File: config.mk
export PLATFORM = sky130hd
export DESIGN_NAME = imm_gen_pipe
export DESIGN_NICKNAME = d
export VERILOG_FILES = /design/src/rtl/imm_pkg.sv /design/src/rtl/imm_decode.sv /design/src/rtl/imm_gen_pipe.sv
export SDC_FILE = /design/constraint.sdc
export NUM_CORES = 1
export LEC_CHECK = 0
export ABC_AREA = 1
export BUFFER_PORTS_ARGS = -buffer_cell sky130_fd_sc_hd__buf_4
export CORE_MARGIN = 2
export CORE_UTILIZATION = 49
export DETAILED_ROUTE_END_ITERATION = 12
export HOLD_SLACK_MARGIN = 0.1
export PLACE_DENSITY = 0.88
export SETUP_SLACK_MARGIN = 0.1
export SYNTH_ARGS = -nofsm -noshare
export SYNTH_HDL_FRONTEND = slang
export SYNTH_SLANG_ARGS = --single-unit
File: constraint.sdc
create_clock -name clk -period 1.4 [get_ports clk]
set_input_delay 0.28 -clock clk [delete_from_list [all_inputs] [get_ports clk]]
set_output_delay 0.28 -clock clk [all_outputs]
set_load 0.02 [all_outputs]
File: src/rtl/imm_pkg.sv
// Shared types and constants for the pipelined immediate generator:
// format codes, RISC-V major opcodes and the skid-buffer state encoding.
package imm_pkg;

  typedef enum logic [2:0] {
    FMT_I    = 3'd0,
    FMT_S    = 3'd1,
    FMT_B    = 3'd2,
    FMT_U    = 3'd3,
    FMT_J    = 3'd4,
    FMT_SH   = 3'd5,
    FMT_NONE = 3'd7
  } imm_fmt_e;

  localparam logic [6:0] OP_LOAD     = 7'b0000011;
  localparam logic [6:0] OP_MISC_MEM = 7'b0001111;
  localparam logic [6:0] OP_JALR     = 7'b1100111;
  localparam logic [6:0] OP_IMM      = 7'b0010011;
  localparam logic [6:0] OP_IMM32    = 7'b0011011;
  localparam logic [6:0] OP_STORE    = 7'b0100011;
  localparam logic [6:0] OP_BRANCH   = 7'b1100011;
  localparam logic [6:0] OP_LUI      = 7'b0110111;
  localparam logic [6:0] OP_AUIPC    = 7'b0010111;
  localparam logic [6:0] OP_JAL      = 7'b1101111;

  typedef enum logic [1:0] {
    BUF_EMPTY = 2'd0,
    BUF_ONE   = 2'd1,
    BUF_FULL  = 2'd2
  } buf_state_e;

  // funct3 values that turn an OP-IMM / OP-IMM-32 opcode into a shift
  function automatic logic is_shift(input logic [2:0] funct3);
    return (funct3 == 3'b001) || (funct3 == 3'b101);
  endfunction

endpackage

File: src/rtl/imm_decode.sv
// Combinational immediate extractor: classifies a 32-bit instruction and
// produces its sign- (or zero-, for shift amounts) extended immediate.
module imm_decode
  import imm_pkg::*;
#(
  parameter int XLEN = 64
) (
  input  logic [31:0]     instr,
  output logic [XLEN-1:0] imm,
  output imm_fmt_e        fmt,
  output logic            illegal
);

  logic [6:0]  opcode;
  logic [2:0]  funct3;
  logic [31:0] imm32;

  assign opcode = instr[6:0];
  assign funct3 = instr[14:12];

  // NOTE: every combinational output gets a default first so no path can infer a latch.
  always_comb begin
    imm32   = '0;
    fmt     = FMT_NONE;
    illegal = 1'b0;
    case (opcode)
      OP_LOAD, OP_MISC_MEM, OP_JALR: begin
        fmt   = FMT_I;
        imm32 = {{20{instr[31]}}, instr[31:20]};
      end
      OP_IMM, OP_IMM32: begin
        if (is_shift(funct3)) begin
          fmt = FMT_SH;
          // Only RV64 OP-IMM shifts have a 6-bit shamt; funct6/7 never leak in.
          if (XLEN == 64 && opcode == OP_IMM) imm32 = {26'b0, instr[25:20]};
          else                                imm32 = {27'b0, instr[24:20]};
        end else begin
          fmt   = FMT_I;
          imm32 = {{20{instr[31]}}, instr[31:20]};
        end
      end
      OP_STORE: begin
        fmt   = FMT_S;
        imm32 = {{20{instr[31]}}, instr[31:25], instr[11:7]};
      end
      OP_BRANCH: begin
        fmt   = FMT_B;
        imm32 = {{20{instr[31]}}, instr[7], instr[30:25], instr[11:8], 1'b0};
      end
      OP_LUI, OP_AUIPC: begin
        fmt   = FMT_U;
        imm32 = {instr[31:12], 12'b0};
      end
      OP_JAL: begin
        fmt   = FMT_J;
        imm32 = {{12{instr[31]}}, instr[19:12], instr[20], instr[30:21], 1'b0};
      end
      default: illegal = 1'b1;
    endcase
  end

  // Every format is already correct as a signed 32-bit value; widen from bit 31.
  assign imm = XLEN'($signed(imm32));

endmodule

File: src/rtl/imm_gen_pipe.sv
// Decode-stage immediate generator: combinational decode on the input side,
// followed by a 2-entry skid buffer (output register + skid register).
module imm_gen_pipe
  import imm_pkg::*;
#(
  parameter int XLEN  = 64,
  parameter int TAG_W = 8
) (
  input  logic             clk,
  input  logic             reset_n,
  input  logic             flush,
  input  logic             in_valid,
  output logic             in_ready,
  input  logic [31:0]      in_instr,
  input  logic [TAG_W-1:0] in_tag,
  output logic             out_valid,
  input  logic             out_ready,
  output logic [XLEN-1:0]  out_imm,
  output imm_fmt_e         out_fmt,
  output logic             out_illegal,
  output logic [TAG_W-1:0] out_tag
);

  typedef struct packed {
    logic [XLEN-1:0]  imm;
    imm_fmt_e         fmt;
    logic             illegal;
    logic [TAG_W-1:0] tag;
  } entry_t;

  localparam entry_t ENTRY_RESET = '{imm: '0, fmt: FMT_NONE, illegal: 1'b0, tag: '0};

  buf_state_e      state;
  entry_t          or_q;
  entry_t          sk_q;
  entry_t          in_entry;
  logic [XLEN-1:0] dec_imm;
  imm_fmt_e        dec_fmt;
  logic            dec_illegal;
  logic            accept;
  logic            pop;

  imm_decode #(.XLEN(XLEN)) u_decode (
    .instr   (in_instr),
    .imm     (dec_imm),
    .fmt     (dec_fmt),
    .illegal (dec_illegal)
  );

  assign in_entry = '{imm: dec_imm, fmt: dec_fmt, illegal: dec_illegal, tag: in_tag};

  // A flush kills whatever is offered in the same cycle.
  assign accept = in_valid & in_ready & ~flush;
  assign pop    = out_valid & out_ready;

  // NOTE: all state here uses non-blocking assignments so every register samples pre-edge values.
  // in_ready/out_valid are their own flops, so in_ready never sees out_ready combinationally.
  always_ff @(posedge clk or negedge reset_n) begin
    if (!reset_n) begin
      state     <= BUF_EMPTY;
      in_ready  <= 1'b1;
      out_valid <= 1'b0;
      or_q      <= ENTRY_RESET;
      sk_q      <= ENTRY_RESET;
    end else if (flush) begin
      state     <= BUF_EMPTY;
      in_ready  <= 1'b1;
      out_valid <= 1'b0;
    end else begin
      case (state)
        BUF_EMPTY: begin
          if (accept) begin
            or_q      <= in_entry;
            out_valid <= 1'b1;
            state     <= BUF_ONE;
          end
        end
        BUF_ONE: begin
          if (accept && pop) begin
            or_q <= in_entry;
          end else if (accept) begin
            sk_q     <= in_entry;
            in_ready <= 1'b0;
            state    <= BUF_FULL;
          end else if (pop) begin
            out_valid <= 1'b0;
            state     <= BUF_EMPTY;
          end
        end
        BUF_FULL: begin
          if (pop) begin
            or_q     <= sk_q;
            in_ready <= 1'b1;
            state    <= BUF_ONE;
          end
        end
        default: begin
          state     <= BUF_EMPTY;
          in_ready  <= 1'b1;
          out_valid <= 1'b0;
        end
      endcase
    end
  end

  assign out_imm     = or_q.imm;
  assign out_fmt     = or_q.fmt;
  assign out_illegal = or_q.illegal;
  assign out_tag     = or_q.tag;

endmodule

==> out/results.ini, run 1 <==
[cts]
htreeDepth=3
path_clk_slew_ps=100
cts_buffers=9
cts_root_buf=clkbuf_8
clk-insertion-delay-late_ps=380
tritoncts=done
cts.sinks=92
cts.path.max_buffers=2

[run]
max_cap_violations=0

[grt]
grt_overflow_total=0
grt_pass1_vias=5159
grtUsageTotal_pct=27.7
grt_max_degree=38
grt_pass1_wl_um=24800
antenna_found_initial=0

[timing]
fin_ws_ps=-232
maxClockFrequency_mhz=613
fin_worst_skew_ps=8.38
setup_violations=125
rsz0062_at_grt=true
tightest_slew_ps=420
min_period_ps=1630
fin_crit_sh_pct=117
relSlewSlack_pct=72.0
timing.hold.ws_ps=95.5
finalHoldViolCount=0
final_max_slew_viol_count=0

[yosys]
synth_async_sr_flop_share_pct=100
synth_flop_cell=dfrtp_1
ys_ff_latch=92
synth_edf_count=0
netlist_area_um2=5020
netlist_instances=685
ys_types=28
synth_fp_nets=730
synth.area.top_cells=dfrtp_1 (42%), nand2_1 (18%), nand3_1 (5.8%), buf_4 (5.5%), nor2_1 (4.0%)
synth_top_area_cell=dfrtp_1
synth.avg_cell_area_um2=7.33
synth-seq-area-share_pct=46.0
synthTopCellsByCount=nand2_1 (241), dfrtp_1 (85), nand3_1 (58)
synthMostInstantiatedCell=nand2_1
synth_warnings=0
synth_top_area_share_pct=42.4

[cells_and_area]
drive_gt1_share_pct=42.9
finalInstanceArea_um2=7710
synthToLayoutAreaGrowth_pct=53.7
final_core_util_pct=78.2
fill_cells=592
final_cells=970
antenna_cells=0
final_nets=877

[floorplan]
chipWidth_um=105
io_pins=123
start_util_pct=50.9
coreArea_um2=9860
die_h_um=105
dieArea_um2=11100
row_count=36

[setup_path]
critPathBufInv=3
crit_arrival_ps=1940
required_ps=1710
slowest_delay_ps=570
path_cells=nand2_4 > nor3_4 > nand2_4 > clkinv_8 > buf_12 > buf_16 > nand2_2 > o21ai_1
r2r_slack_ps=-230
cp.depth=8
startpoint_type=flip-flop
crit_path_max_fanout=8
crit_family=flip-flops
endpoint_kind=flip-flop
crit_path_start=in_ready$_DFFE_PN1P_
cp_common_cell=nand2_4
r2r-start=in_ready$_DFFE_PN1P_
crit_type=reg -> reg
reg2reg_to=sk_q[38]$_DFFE_PN0P_
slowest_stage=dfstp_2
worstRegToRegCells=8
endpoint=sk_q[38]$_DFFE_PN0P_

[drt]
ant_nets=0
wire_per_inst_um=19.7
top_layer_used=met4
wirelength_um=19100
wl_met1_um=6860
met3_length_um=1970
drt_iter0_drc=689
post-route-drc-count=0
vias=5771
firstDrtPassIters=8
met2_length_um=9370
routed_via_density=5.95

[power_and_ir_drop]
p_seq_share_pct=30.7
finalPower_uw=15800
combPwrFrac_pct=54.8
leakage_uw=0.00408
ir_drop_uv=1340
p_sw_share_pct=41.5
p_int_uw=9250
p_switching_uw=6570
clockPowerShare_pct=14.5
cellPowerDensity_nw_per_um2=2050

[min_path]
min-delay-path-class=in -> reg

[status]
violations=setup timing
status=complete, but fails checks

[placed_design]
gp_congestion=0.954
placed_area_um2=6210
io_buffer_count=122
dp.cells=922
dp_hpwl_um=9470

area by class of cell:
type | count | area, µm² | share of cell area [%]
clock buffer | 10 | 138 | 1.78
timing repair buffer | 204 | 2240 | 29.1
sequential | 92 | 2320 | 30.0
tap | 133 | 166 | 2.16
clock inverter | 6 | 111 | 1.44
inverter | 51 | 209 | 2.71
multi-input combinational | 474 | 2530 | 32.8
registers in the layout (all words and copies together), names as in the netlist:
signal       count
sk_q            44
in_ready         1
out_valid        1
out_fmt          3
out_illegal      1
state            2
out_tag          8
out_imm         32
worst register-to-register path, stage by stage (launching register included):
cell	delay (ps)
dfstp_2	570
nand2_4	80
nor3_4	260
nand2_4	130
clkinv_8	130
buf_12	150
buf_16	140
nand2_2	40
o21ai_1	70
worst min-delay path by stage:
stage          startpoint                 endpoint  slack [ps]  cells past startpoint
4_1_cts         in_tag[0]      sk_q[0]$_DFFE_PN0P_         100                      3
2_1_floorplan     reset_n  out_illegal$_DFFE_PN0P_         -20                      0
3_5_place_dp      reset_n  out_imm[15]$_DFFE_PN0P_         240                      1
3_3_place_gp      reset_n  out_imm[15]$_DFFE_PN0P_         230                      1
6_report        in_tag[1]      sk_q[1]$_DFFE_PN0P_         100                      3
5_1_grt         in_tag[3]      sk_q[3]$_DFFE_PN0P_         100                      3
cell usage in the layout, fill, tap and decap left out, drive strengths merged:
master,n
bufinv,3
nand2,246
clkinv,3
dfrtp,85
buf,195
dfstp,7
o31ai,1
nand4,25
nor2,56
a21oi,28
dlygate4sd3,1
a31oi,14
or2,2
nand3,60
nor4,1
clkbuf,18
nor3,3
o21ai,37
a21boi,1
clkinvlp,1
inv,50
layer usage:
metal | up-vias | track usage (%)
met2 | 472 | 46.3
met1 | 2709 | 35.2
met4 | 0 | 10.5
li1 | 2470 | -
met3 | 120 | 5.94
met5 | - | 0
power groups by stage:
stage | combinational (µW) | sequential, µW | clock (µW)
3_5_place_dp | 5980 | 4720 | 0
2_1_floorplan | 3280 | 5390 | 0
6_report | 8670 | 4860 | 2290
5_1_grt | 9130 | 4950 | 2390
4_1_cts | 7100 | 4660 | 2240
3_3_place_gp | 5850 | 4680 | 0
cell families (layout without fill, tap and decap cells):
family	Yosys count	in the layout	share of synthesized area, %
AOI/OAI and AO/OA	81	81	8.67
buffers and inverters	119	271	12.2
DFF	92	92	46.0
and+or+nand+nor	393	393	33.1
metrics by stage:
stage	TNS, ps	setup slack, ps
after global placement	-5130	-121
after floorplan	-6850	-128
after global routing	-24810	-276
after detailed placement	-7510	-145
after CTS	-10310	-138
final	-18870	-232
what timing repair did:
item | in CTS | in global routing
pin swaps | 8 | 10
resized for setup | 90 | 128
endpoints found under the hold margin | 21 | 0
hold buffers | 1 | 0
endpoints found under the setup margin | 127 | 129
setup buffers | 9 | 5
cloned | 6 | 11
Note: power is estimated with default switching activity, not from simulation.
==> inputs of run 2 (changes only) <==
--- a/config.mk
+++ b/config.mk
@@ -11,7 +11,7 @@
 export CORE_UTILIZATION = 49
 export DETAILED_ROUTE_END_ITERATION = 12
 export HOLD_SLACK_MARGIN = 0.1
-export PLACE_DENSITY = 0.88
+export PLACE_DENSITY = 0.81
 export SETUP_SLACK_MARGIN = 0.1
 export SYNTH_ARGS = -nofsm -noshare
 export SYNTH_HDL_FRONTEND = slang
==> out/results.ini, run 2 (synthesis gave the netlist of run 1 again) <==
[grt]
grt_max_degree=57  ; was 38
antenna_found_initial=0  ; unchanged
grtUsageTotal_pct=25.0  ; was 27.7%
grt_pass1_vias=4657  ; was 5,159
grt_pass1_wl_um=22400  ; was 24,800 µm
grt_overflow_total=0  ; unchanged

[floorplan]
dieArea_um2=11100  ; unchanged
start_util_pct=50.9  ; unchanged
io_pins=123  ; unchanged
coreArea_um2=9860  ; unchanged
row_count=36  ; unchanged
chipWidth_um=105  ; unchanged
die_h_um=105  ; unchanged

[drt]
routed_via_density=5.26  ; was 5.95
drt_iter0_drc=270  ; was 689
firstDrtPassIters=5  ; was 8
wire_per_inst_um=15.1  ; was 19.7 µm
post-route-drc-count=0  ; unchanged
wirelength_um=14300  ; was 19,100 µm
ant_nets=0  ; unchanged
vias=4976  ; was 5,771

[timing]
tns_ps=-7330  ; was -18,870 ps
setup_violations=110  ; was 125
final_max_slew_viol_count=0  ; unchanged
fin_worst_skew_ps=10.3  ; was 8.38 ps
relSlewSlack_pct=79.6  ; was 72.0%
tightest_slew_ps=304  ; was 420 ps
rsz0062_at_grt=true  ; unchanged
min_period_ps=1530  ; was 1630 ps
finalHoldViolCount=0  ; unchanged
fin_crit_sh_pct=109  ; was 117%
fin_ws_ps=-128  ; was -232 ps
maxClockFrequency_mhz=655  ; was 613 MHz

[min_path]
min-delay-path-class=in -> reg  ; unchanged

[cts]
tritoncts=done  ; unchanged
cts_root_buf=clkbuf_8  ; unchanged
clk-insertion-delay-late_ps=360  ; was 380 ps
htreeDepth=3  ; unchanged
path_clk_slew_ps=90  ; was 100 ps
cts_buffers=9  ; unchanged
cts.path.max_buffers=2  ; unchanged
cts.sinks=92  ; unchanged

[placed_design]
dp_hpwl_um=9150  ; was 9470 µm
placed_area_um2=6160  ; was 6210 µm²
gp_congestion=0.883  ; was 0.954
io_buffer_count=122  ; unchanged

[cells_and_area]
fill_cells=726  ; was 592
finalInstanceArea_um2=7010  ; was 7710 µm²
layout_common_cells=nand2_1 (235), buf_4 (119), dfrtp_1 (84)  ; was nand2_1 (206), buf_4 (122), dfrtp_1 (83)
final_nets=853  ; was 877
top_register=sk_q  ; unchanged
seq_area_um2=2310  ; was 2320 µm²
largest_register_ffs=44  ; unchanged
final_common_cell=nand2_1  ; unchanged
multi_input_area_um2=2280  ; was 2530 µm²
synthToLayoutAreaGrowth_pct=39.7  ; was 53.7%
drive_gt1_share_pct=33.5  ; was 42.9%
antenna_cells=0  ; unchanged

[setup_path]
path_cells=clkbuf_16 > buf_8  ; was nand2_4 > nor3_4 > nand2_4 > clkinv_8 > buf_12 > buf_16 > nand2_2 > o21ai_1
endpoint_kind=output pin  ; was flip-flop
required_ps=1120  ; was 1710 ps
slowest_delay_ps=560  ; was 570 ps
crit_path_max_fanout=8  ; unchanged
crit_type=reg -> out  ; was reg -> reg
slowest_stage=dfrtp_4  ; was dfstp_2
startpoint_type=flip-flop  ; unchanged
crit_arrival_ps=1250  ; was 1940 ps

[status]
status=complete, but fails checks  ; unchanged
violations=setup timing  ; unchanged

[run]
max_cap_violations=0  ; unchanged

[power_and_ir_drop]
leakage_uw=0.00383  ; was 0.00408 µW
ir_drop_uv=1140  ; was 1340 µV
finalPower_uw=14200  ; was 15,800 µW
cellPowerDensity_nw_per_um2=2030  ; was 2050 nW/µm²

[run 2: layout make-up]
type,instances,share of cell area [%]
multi-input cells,474,32.6
clock buffers,12,2.21
well taps,133,2.37
inverters,51,2.80
clock inverters,4,1.03
repair buffers,180,26.0
flip-flops and latches,92,33.0
[run 2: timing repair]
item,CTS,global route
resized for setup,31,86
setup endpoints to repair,128,129
cloned,1,6
setup buffers,4,2
hold buffers,1,0
hold endpoints to repair,85,0
pin swaps,3,3
[run 2: final timing paths]
| path | start | to | slack [ps] | cells after the start |
|---|---|---|---|---|
| setup / recovery | out_imm[62]$_DFFE_PN0P_ | out_imm[52] | -130 | 2 |
| hold / removal | in_tag[5] | sk_q[5]$_DFFE_PN0P_ | 120 | 3 |
| setup reg to reg | in_ready$_DFFE_PN1P_ | sk_q[13]$_DFFE_PN0P_ | -90 | 7 |
| hold reg to reg | out_fmt[2]$_DFFE_PN1P_ | out_fmt[2]$_DFFE_PN1P_ | 480 | 2 |
| max in group asynchronous | reset_n | out_fmt[0]$_DFFE_PN1P_ | 630 | 3 |
| min in group asynchronous | reset_n | out_tag[2]$_DFFE_PN0P_ | 420 | 3 |
[run 2: critical path: cells and delay by family (launching register included)]
| family | cells | cell delay (ps) |
|---|---|---|
| flops | 1 | 560 |
| buf+inv | 2 | 330 |
[run 2: routing by layer]
| metal | vias to the layer above | global-route usage, % | routed length (µm) |
|---|---|---|---|
| met5 | - | 0 | 0 |
| met4 | 0 | 7.62 | 207 |
| met3 | 20 | 4.89 | 932 |
| met2 | 181 | 41.3 | 7120 |
| met1 | 2355 | 33.4 | 6020 |
| li1 | 2420 | - | - |
[run 2: per-stage QoR]
step	cells	worst slack [ps]	utilization [%]	hold WS (ps)
after floorplan	685	-128	-	-15.6
after global placement	916	-146	62.4	274
after detailed placement	916	-186	62.4	272
after CTS	938	-97.1	66.3	108
after global routing	946	-171	71.1	111
final	946	-128	71.1	115
[run 2: where the power goes]
part | switching, µW | internal [µW]
Combinational | 4020 | 3470
Sequential | 727 | 3960
Clock | 941 | 1100
Total | 5690 | 8530
